`config.mk`:
```
export PLATFORM = sky130hd
export DESIGN_NAME = game_logic_ctrl
export DESIGN_NICKNAME = d
export VERILOG_FILES = /design/src/rtl/game_logic_ctrl.sv
export SDC_FILE = /design/constraint.sdc
export NUM_CORES = 1
export LEC_CHECK = 0
export BUFFER_PORTS_ARGS = -buffer_cell sky130_fd_sc_hd__buf_2
export CAP_MARGIN = 20
export CORE_AREA = 2 2 119 121
export CTS_BUF_LIST = sky130_fd_sc_hd__clkbuf_4
export DETAILED_ROUTE_END_ITERATION = 8
export DIE_AREA = 0 0 121 123
export GPL_ROUTABILITY_DRIVEN = 0
export HOLD_SLACK_MARGIN = 0.02
export PLACE_DENSITY = 0.68
export SKIP_CTS_REPAIR_TIMING = 1
export SYNTH_ARGS = -nofsm -noshare
export SYNTH_HDL_FRONTEND = slang
export SYNTH_SLANG_ARGS = --single-unit
export TNS_END_PERCENT = 10
```
`constraint.sdc`:
```
create_clock -name clk -period 3.1 [get_ports clk]
set_clock_uncertainty 0.1 [all_clocks]
set_input_delay 0.155 -clock clk [delete_from_list [all_inputs] [get_ports clk]]
set_output_delay 0.155 -clock clk [all_outputs]
set_load 0.02 [all_outputs]
```
`src/rtl/game_logic_ctrl.sv`:
```
// game_logic_ctrl: cursor, piece selection and two-write move commit for a square board
// Ports:
//   clk, rst_n            clock, asynchronous active-low reset
//   board_input           board snapshot, square a at [a*PIECE_W +: PIECE_W]
//   BtnL/U/R/D/C          single-cycle debounced press pulses
//   board_out_addr/piece  board RAM write address/data, board_we write strobe
//   highlight_square_addr cursor square, selected_square_addr/selected_valid source square
//   turn, move_count      side to move (0 white), completed move count
module game_logic_ctrl #(
    parameter int BOARD_DIM = 8,
    parameter int PIECE_W = 4,
    parameter int WRAP = 0,
    localparam int ADDR_W = $clog2(BOARD_DIM * BOARD_DIM)
) (
    input  logic                             clk,
    input  logic                             rst_n,
    input  logic [BOARD_DIM*BOARD_DIM*PIECE_W-1:0] board_input,
    input  logic                             BtnL,
    input  logic                             BtnU,
    input  logic                             BtnR,
    input  logic                             BtnD,
    input  logic                             BtnC,
    output logic [ADDR_W-1:0]                board_out_addr,
    output logic [PIECE_W-1:0]               board_out_piece,
    output logic                             board_we,
    output logic [ADDR_W-1:0]                highlight_square_addr,
    output logic [ADDR_W-1:0]                selected_square_addr,
    output logic                             selected_valid,
    output logic                             turn,
    output logic [15:0]                      move_count
);
    localparam int RC_W = $clog2(BOARD_DIM);
    localparam bit CLAMP = (WRAP == 0);

    typedef enum logic [1:0] {IDLE, SELECTED, WRITE_DST, WRITE_SRC} state_t;

    state_t state_q, state_d;
    logic [RC_W-1:0] row_q, row_d, col_q, col_d;
    logic [ADDR_W-1:0] src_q, src_d, addr_q, addr_d;
    logic [PIECE_W-1:0] src_piece_q, src_piece_d, piece_q, piece_d;
    logic sel_q, sel_d, turn_q, turn_d, we_q, we_d;
    logic [15:0] cnt_q, cnt_d;

    // Board dimension is a power of two, so {row,col} is row*BOARD_DIM+col
    // and plain modular arithmetic on row/col gives the wrap behaviour.
    logic [ADDR_W-1:0] cur;
    logic [PIECE_W-1:0] cur_piece;
    logic own;
    assign cur = {row_q, col_q};
    assign cur_piece = board_input[cur*PIECE_W +: PIECE_W];
    assign own = (cur_piece != '0) && (cur_piece[PIECE_W-1] == turn_q);

    always_comb begin
        state_d = state_q;
        row_d = row_q;
        col_d = col_q;
        src_d = src_q;
        src_piece_d = src_piece_q;
        sel_d = sel_q;
        turn_d = turn_q;
        cnt_d = cnt_q;
        we_d = 1'b0;
        addr_d = addr_q;
        piece_d = piece_q;
        case (state_q)
            IDLE, SELECTED: begin
                if (BtnC) begin
                    if (state_q == SELECTED && cur == src_q) begin
                        sel_d = 1'b0;
                        state_d = IDLE;
                    end else if (own) begin
                        src_d = cur;
                        src_piece_d = cur_piece;
                        sel_d = 1'b1;
                        state_d = SELECTED;
                    end else if (state_q == SELECTED) begin
                        // Destination write is launched here so board_we rises next cycle.
                        we_d = 1'b1;
                        addr_d = cur;
                        piece_d = src_piece_q;
                        state_d = WRITE_DST;
                    end
                end else if (BtnU) begin
                    row_d = (CLAMP && row_q == '0) ? row_q : row_q - RC_W'(1);
                end else if (BtnD) begin
                    row_d = (CLAMP && &row_q) ? row_q : row_q + RC_W'(1);
                end else if (BtnL) begin
                    col_d = (CLAMP && col_q == '0) ? col_q : col_q - RC_W'(1);
                end else if (BtnR) begin
                    col_d = (CLAMP && &col_q) ? col_q : col_q + RC_W'(1);
                end
            end
            WRITE_DST: begin
                we_d = 1'b1;
                addr_d = src_q;
                piece_d = '0;
                state_d = WRITE_SRC;
            end
            default: begin
                sel_d = 1'b0;
                turn_d = ~turn_q;
                cnt_d = cnt_q + 16'd1;
                state_d = IDLE;
            end
        endcase
    end

    always_ff @(posedge clk or negedge rst_n) begin
        if (!rst_n) begin
            state_q <= IDLE;
            row_q <= '0;
            col_q <= '0;
            src_q <= '0;
            src_piece_q <= '0;
            sel_q <= 1'b0;
            turn_q <= 1'b0;
            cnt_q <= '0;
            we_q <= 1'b0;
            addr_q <= '0;
            piece_q <= '0;
        end else begin
            state_q <= state_d;
            row_q <= row_d;
            col_q <= col_d;
            src_q <= src_d;
            src_piece_q <= src_piece_d;
            sel_q <= sel_d;
            turn_q <= turn_d;
            cnt_q <= cnt_d;
            we_q <= we_d;
            addr_q <= addr_d;
            piece_q <= piece_d;
        end
    end

    assign board_out_addr = addr_q;
    assign board_out_piece = piece_q;
    assign board_we = we_q;
    assign highlight_square_addr = cur;
    assign selected_square_addr = src_q;
    assign selected_valid = sel_q;
    assign turn = turn_q;
    assign move_count = cnt_q;
endmodule

```
### Word level (Yosys, flattened, before mapping)

Cells that the tools add are included.

| operators by class | value |
|---|---|
| add/subtract/negate cells | 5 |
| multipliers | 0 |
| divide/modulo/power cells | 0 |
| magnitude comparators | 0 |
| eq/ne operators | 14 |
| shift-type cells | 1 |
| mux-type cells | 32 |
| bitwise operators | 6 |
| reductions and logical operators | 19 |

Operator list:

| operator | count |
|---|---|
| 256-bit by 9-bit indexed part select with 4-bit output | 1 |
| 3-bit two-way mux | 8 |
| 6-bit two-way mux | 4 |
| 16-bit by 1-bit adder with 16-bit output, second input constant | 1 |
| 4-bit two-way mux | 4 |
| 2-bit != test, second input constant | 8 |
| 6-bit case mux with 2 select lines | 1 |
| 5-bit AND reduction | 2 |
| 3-bit AND reduction | 3 |
| 2-bit two-way mux | 4 |
| 4-bit case mux with 2 select lines | 1 |
| 1-bit two-way mux | 7 |
| 7-bit AND reduction | 1 |
| 3-bit by 1-bit adder with 3-bit output, second input constant | 2 |
| 6-bit == test | 1 |
| 3-bit zero test | 2 |
| 1-bit inverter | 6 |
| 2-bit nonzero test | 3 |
| 3-bit by 1-bit subtractor with 3-bit output, second input constant | 2 |
| 4-bit != test, second input constant | 1 |
| 1-bit case mux with 2 select lines | 2 |
| 2-bit case mux with 2 select lines | 1 |
| 4-bit AND reduction | 1 |
| 4-bit nonzero test | 1 |
| 9 further kinds | 10 |

| storage, ports and cells | value |
|---|---|
| register bits | 47 |
| latch bits | 0 |
| RAM bits | 0 |
| memory bits (read-only) | 0 |
| input port bits | 263 |
| output and inout port bits | 41 |
| word-level logic and storage cells | 88 |
| memories | 0 |

### Logic depth before layout (Yosys ltp)

Gate-level depths: netlist (run 1).

| depth | value |
|---|---|
| depth after elaboration | 7 |
| gate-level depth with buffers | 14 |
| depth with buffers taken out | 8 |

### Least setup slack after synthesis (run 1)

OpenSTA, ideal clock, no wires.

| timing | value |
|---|---|
| path type | reg2reg |
| start | register col_q[0] |
| end | register addr_q[2] (netlist: board_out_addr[2]) |
| library setup time | 137 ps |
| arrival | 3181 ps |
| required time | 2863 ps |
| setup slack | -318 ps |
| stages on the path, launching flop included | 12 |
| path through | dfrtp_1 -> buf_6 -> buf_2 -> mux4_2 -> a22oi_1 -> a21oi_1 -> or4_1 -> or3_4 -> a211oi_4 -> buf_6 -> mux2i_1 -> a21oi_1 |

| between the ends | value |
|---|---|
| longest elaborated chain between the ends | 5 |
| elaborated cells between the ends (all ways) | 9 |
| classes of those cells | eq/ne (4); shift (1); reduce/logical (4) |

RTL lines:

| element | RTL line | source |
|---|---|---|
| from (decl) | 38 | `logic [RC_W-1:0] row_q, row_d, col_q, col_d;` |
| from (signal assigned) | 124 | `col_q <= col_d;` |
| 256-bit by 9-bit indexed part select with 4-bit output | 50 | `assign cur_piece = board_input[cur*PIECE_W +: PIECE_W];` |
| 4-bit nonzero test / 1-bit == test (equally long branches) | 51 | `assign own = (cur_piece != '0) && (cur_piece[PIECE_W-1] == turn_q);` |
| 1-bit logical AND | 51 |  |
| 2-bit != test (no source line) | -- |  |
| 5-bit AND reduction (no source line) (*) | -- |  |
| to (signal assigned) | 131 | `addr_q <= addr_d;` |
| to (decl) | 39 | `logic [ADDR_W-1:0] src_q, src_d, addr_q, addr_d;` |

Mark *: on every way between the ends. The rest lies on a longest branch, timed or not.
A chain may end at the register's enable or synchronous reset.

### Final worst setup path (run 1)

| timing | value |
|---|---|
| start | register col_q[0] |
| end | register src_piece_q[2] |

| between the ends | value |
|---|---|
| longest elaborated chain between the ends | 4 |
| elaborated cells between the ends (all ways) | 8 |
| classes of those cells | eq/ne (2); shift (1); bitwise (1); reduce/logical (4) |

RTL lines:

| element | RTL line | source |
|---|---|---|
| 256-bit by 9-bit indexed part select with 4-bit output / 6-bit == test (equally long branches) | 50, 68 |  |
| 4-bit nonzero test, or another cell as far along | 51 |  |
| 1-bit logical AND / 1-bit inverter (equally long branches) | -- |  |
| 4-bit AND reduction (no source line) | -- |  |
| to (signal assigned) | 126 | `src_piece_q <= src_piece_d;` |
| to (decl) | 40 | `logic [PIECE_W-1:0] src_piece_q, src_piece_d, piece_q, piece_d;` |

Several ways; a longest one is shown, not always the timed one.

==> results of run 1 <==
[metrics by stage]
stage	power, W	setup TNS (ns)	util [%]	cell area [µm²]	setup WS, ns
final	0.00572	-6.57	47.6	6480	-0.349
after global routing	0.00615	-8.77	47.5	6460	-0.454
after CTS	0.00546	-10.71	46.1	6280	-0.554
after detailed placement	0.00517	-10.00	45.7	6230	-0.522
after global placement	0.00505	-8.62	45.7	6230	-0.437
after floorplan	0.00394	-4.01	-	4360	-0.223
[Yosys cell counts, types with 2 or more instances]
master and count:
fa_1 2, nor2_1 25, nor2b_1 6, nand4_1 4, buf_4 5, xor2_1 6, nand2_1 18, mux2_2 8
a31oi_1 3, clkbuf_1 10, a21oi_1 21, mux4_2 57, dfrtp_1 47, inv_1 10, a22oi_1 16, nor3_1 6
mux4_1 6, xnor2_1 21, mux2i_1 18, a221oi_1 2, nor4_1 2, buf_2 6, buf_6 7, and2_1 2
and3_1 2, a2bb2oi_1 2, mux2_1 8, a21o_1 2, o32ai_1 2, nand3_1 9, nand2b_1 5, or2_2 3
[worst paths after layout]
| path | startpoint | end |
|---|---|---|
| max in group asynchronous | rst_n | col_q[0] |
| worst min-delay path | BtnL | col_q[2] |
| min in group asynchronous | rst_n | board_out_addr[4] |
| worst max-delay path | col_q[0] | src_piece_q[2] |
| worst min register to register | move_count[15] | move_count[15] |
| worst max register to register | col_q[0] | src_piece_q[2] |
[cell type report]
cell class	count	area, µm²	area share (%)
multi-input combinational	273	3010	46.4
timing repair buffer	349	1960	30.2
sequential	47	1180	18.2
tap	180	225	3.48
clock buffer	6	45.0	0.695
inverter	10	37.5	0.579
antenna	7	17.5	0.270
clock inverter	2	7.51	0.116
[state kept, by name, indices dropped and copies added, names as in the netlist, 2 cells and up]
signal                cells
selected_square_addr      6
src_piece_q               4
board_out_addr            6
col_q                     3
board_out_piece           4
state_q                   2
row_q                     3
move_count               16
[per-layer routing]
layer  vias up  share of wire (%)
li1       2079                  -
met1      2242                 39
met2       281                 48
met3        31                 11
met4         2                2.0
met5         -              0.074
[worst register-to-register path, delay by kind of cell, from the launching register on]
kind                   cells  cell delay (ns)
flip-flops                 1             0.53
multiplexers               2             0.76
buffers and inverters      3             0.45
AO/OA/AOI/OAI              3             0.49
AND/OR/NAND/NOR            3             1.02
[kinds of logic after synthesis]
logic type / Yosys count / share of synthesized area, %
DFF: 47 / 27.0
AOI/OAI and AO/OA: 60 / 9.75
muxes: 97 / 41.3
and+or+nand+nor: 86 / 9.72
xor gates and xnor gates: 27 / 5.42
buffers and inverters: 40 / 5.62
adders and majority gates: 3 / 1.20
[power groups by stage]
stage          logic (W)  clock network, W  registers [W]
2_1_floorplan    0.00271                 0        0.00124
3_3_place_gp     0.00388                 0        0.00117
3_5_place_dp     0.00398                 0        0.00119
4_1_cts          0.00399          0.000295        0.00117
5_1_grt          0.00466          0.000330        0.00116
6_report         0.00432          0.000281        0.00112
==> run metrics, run 1 <==
Slowest-stage cell, CP dfrtp_4; ys flop type dfrtp_1; Clock Tree Root clkbuf_4; port buffer count 303; Largest stage delay, worst path 0.53 ns; Hold Path Class in -> reg; Slew Viols, Final 0; GR Overflow Total 0; final period utilization 111%; crit-path cells buf_12 > buf_6 > mux4_2 > a22oi_2 > a21oi_1 > or4_4 > or3_4 > nand2_4 > a221o_1 > buf_4 > mux2_2; initial antenna violation count 5; CTS H-tree depth 2; Clock Sinks 47; ranking of synthesized cells by area mux4_2 29%, dfrtp_1 27%, xnor2_1 4.2%, mux2i_1 4.1%, mux4_1 3.6%; Syn Area/Cell 12.1 µm²; sequential share of power 19.6%; die area 0.0149 mm²; Syn Std Cell Area 0.00436 mm²; post-route ant nets 0; Ports 304; most frequent cells in the layout 303 x buf_2, 60 x mux4_2, 45 x dfrtp_1; Worst EP required 3.26 ns; RSZ-0062 raised after global routing yes; Fillers 1264; syn nets 626; worst path arrival time 3.61 ns; Leakage 3.10 nW; Num CTS Buffers 5; WP depth 11; Setup-failing EPs final 22; P_int 0.00323 W; hold path cells 4; CP endpoint kind flop; sequential area share after synthesis 27.0%; Max VDD drop 312 µV; FF+latch count, synth 47; largest net degree at the start of global routing 48; vias in the first global route 4825; DR WL/cell 20.0 µm; crit path max fanout 11; most common cell after layout, fill and taps aside buf_2; final worst slack -0.349 ns; initial DRC count 292; Final Hold Fails 0; Async S/R FF share, synth 100%; dpl cells 854; PD cells 883 mW/mm²; fin cells 874; via count 4635; Tot GR Track Use 22.7%; most used routing layer met2; Yosys Warn Count 0; met2 Use GR 38.6%; Post-synth EDFFs 0; Net Sw Frac 43.6%; Routed WL 17500 µm; # nets final 952; Relative slew margins 44.1%; top-area cell type share of the netlist area 29.4%; Global Route met3 Usage 6.00%; clock buffer depth 2; Max-Cap Viols 0; Reg clk slew, reported paths 0.13 ns; Synth cell types 51; global-route wire length before repair 25600 µm; Core Footprint 0.0136 mm²; met1 GRT Util 28.8%; Hold Slack 0.0625 ns; Least-Margin Pin Slew 0.837 ns; Reg2Reg Setup Slack -0.35 ns; row cnt 43; Clock Latency Late Sink 0.36 ns; startpoint types flop; TritonCTS clock tree yes; Tmin final 3.45 ns; DR DRC count 0; switching pwr 0.00249 W; Yosys top cell by area mux4_2; Comb pwr share 75.5%; fmax 0.290 GHz; die width 121 µm; detailed placement HPWL 14800 µm; CP bufs+invs 3; Pre-antenna DRT Iters 5; Setup CP Type reg -> reg; vias per cell 5.30; status finished with violations; Initial Util 32.0%; layout cells sized above 1 64.8%; Syn-to-layout area delta 48.5%; Mapped Cells 360; reg2reg path depth 11; Die Y 123 µm; failing checks setup timing; CP top delay family simple AND/OR/NAND/NOR gates; clock share of power 4.9%
Note: power is estimated with default switching activity, not from simulation.
==> run 2, diff against run 1 <==
--- a/config.mk
+++ b/config.mk
@@ -14,6 +14,7 @@
 export GPL_ROUTABILITY_DRIVEN = 0
 export HOLD_SLACK_MARGIN = 0.02
 export PLACE_DENSITY = 0.68
+export RECOVER_POWER = 100
 export SKIP_CTS_REPAIR_TIMING = 1
 export SYNTH_ARGS = -nofsm -noshare
 export SYNTH_HDL_FRONTEND = slang
==> run metrics, run 2 (synthesized netlist as in run 1, its figures left out) <==
clock share of power 4.9% (about the same); Reg clk slew, reported paths 0.13 ns (about the same); reg2reg start col_q[0] (unchanged); Fillers 1285 (was 1264); Worst EP required 3.26 ns (about the same); via count 4662 (was 4635); crit path max fanout 11 (unchanged); Max VDD drop 314 µV (was 312 µV); Net Sw Frac 44.2% (was 43.6%); initial DRC count 284 (was 292); Routed WL 17600 µm (was 17500 µm); Tmin final 3.44 ns (was 3.45 ns); largest net degree at the start of global routing 48 (unchanged); Pre-antenna DRT Iters 4 (was 5); hold path cells 4 (unchanged); RSZ-0062 raised after global routing yes (unchanged); final period utilization 111% (about the same); port buffer count 303 (unchanged); CTS H-tree depth 2 (unchanged); Syn-to-layout area delta 46.9% (was 48.5%); post-route ant nets 0 (unchanged); vias per cell 5.33 (was 5.30); dpl ws -0.522 ns (unchanged); Hold EP col_q[2] (unchanged); GR Overflow Total 0 (unchanged); failing checks capacitance limit, slew limit, setup timing (was setup timing); Ports 304 (unchanged); Slew Viols, Final 34 (was 0); vias in the first global route 4825 (unchanged); sequential share of power 19.9% (was 19.6%); row cnt 43 (unchanged); global-route wire length before repair 25600 µm (unchanged); detailed placement HPWL 14800 µm (unchanged); initial antenna violation count 5 (unchanged); Relative slew margins -20.9% (was 44.1%); fin cells 875 (was 874); Die Y 123 µm (unchanged); fmax 0.291 GHz (was 0.290 GHz); PD cells 886 mW/mm² (was 883 mW/mm²); Comb pwr share 75.2% (was 75.5%); clock buffer depth 2 (unchanged); Core Footprint 0.0136 mm² (unchanged); worst hold start BtnL (unchanged); Clock Sinks 47 (unchanged); Hold Path Class in -> reg (unchanged); reg2reg path depth 11 (unchanged); Reg2Reg Setup Slack -0.34 ns (was -0.35 ns); DR DRC count 0 (unchanged); final worst slack -0.340 ns (was -0.349 ns); switching pwr 0.00251 W (was 0.00249 W); Largest register FFs 16 (unchanged); most common cell after layout, fill and taps aside buf_2 (unchanged); startpoint types flop (unchanged); Num CTS Buffers 5 (unchanged); Least-Margin Pin Slew 1.81 ns (was 0.837 ns); layout cells sized above 1 58.8% (was 64.8%); Final Hold Fails 0 (unchanged); Clock Latency Late Sink 0.36 ns (about the same); Leakage 2.95 nW (was 3.10 nW); DR WL/cell 20.1 µm (was 20.0 µm); most frequent cells in the layout 266 x buf_2, 60 x mux4_2, 45 x dfrtp_1 (was 303 x buf_2, 60 x mux4_2, 45 x dfrtp_1); Initial Util 32.0% (unchanged); worst path arrival time 3.60 ns (was 3.61 ns); dpl cells 854 (unchanged); status finished with violations (unchanged); TritonCTS clock tree yes (unchanged); die area 0.0149 mm² (unchanged); r2r endpoint src_piece_q[2] (unchanged); P_int 0.00317 W (was 0.00323 W); Tot GR Track Use 22.7% (unchanged); Max-Cap Viols 1 (was 0); Setup CP Type reg -> reg (unchanged); CP endpoint kind flop (unchanged); # nets final 952 (unchanged); Clock Tree Root clkbuf_4 (unchanged); Setup-failing EPs final 22 (unchanged); die width 121 µm (unchanged)
-- run 2: how the worst max path moves through the flow --
stage / from / to / slack, ns / depth (start not counted)
detailed placement: col_q[0] / selected_square_addr[4] / -0.52 / 9
floorplan: col_q[0] / board_out_addr[2] / -0.22 / 11
global route: col_q[0] / board_out_addr[0] / -0.45 / 10
finish: col_q[0] / src_piece_q[2] / -0.34 / 11
CTS: col_q[0] / selected_square_addr[5] / -0.55 / 9
global placement: col_q[0] / selected_square_addr[1] / -0.44 / 9
-- run 2: layout make-up --
type / instances / area, µm² / area share [%]
multi-input cells: 273 / 3010 / 46.9
repair buffers: 349 / 1880 / 29.4
flip-flops and latches: 47 / 1180 / 18.4
well taps: 180 / 225 / 3.52
clock buffers: 6 / 45.0 / 0.703
inverters: 10 / 37.5 / 0.586
diodes: 8 / 20.0 / 0.313
clock inverters: 2 / 7.51 / 0.117
-- run 2: critical path, stage by stage, from the launching register on --
cell and delay [ns]:
dfrtp_4 0.53, buf_12 0.16, buf_6 0.13, mux4_2 0.42
a22oi_2 0.20, a21oi_1 0.09, or4_4 0.53, or3_4 0.41
nand2_4 0.08, a221o_1 0.18, buf_4 0.16, mux2_2 0.33
-- run 2: routing by layer --
metal  track usage [%]  routed length, µm  share of wire [%]
met1              28.8               7010                 40
met2              38.6               8390                 48
met3              6.00               1820                 10
met4              5.52                338                1.9
met5                 0                 13              0.074
-- run 2: per-stage QoR --
stage	setup TNS, ns	area (µm²)	power (W)	util [%]	hold WS, ns
floorplan	-4.01	4360	0.00394	-	-0.241
global placement	-8.62	6230	0.00505	45.7	0.292
detailed placement	-10.00	6230	0.00517	45.7	0.307
CTS	-10.71	6280	0.00546	46.1	-0.100
global route	-9.14	6390	0.00609	46.9	0.0654
finish	-6.36	6410	0.00567	47.1	0.0666
-- run 2: power groups by stage --
stage                     Combinational [W]  Sequential [W]  Clock, W
after global routing                0.00460         0.00116  0.000330
after CTS                           0.00399         0.00117  0.000295
after floorplan                     0.00271         0.00124         0
after global placement              0.00388         0.00117         0
final                               0.00427         0.00113  0.000280
after detailed placement            0.00398         0.00119         0
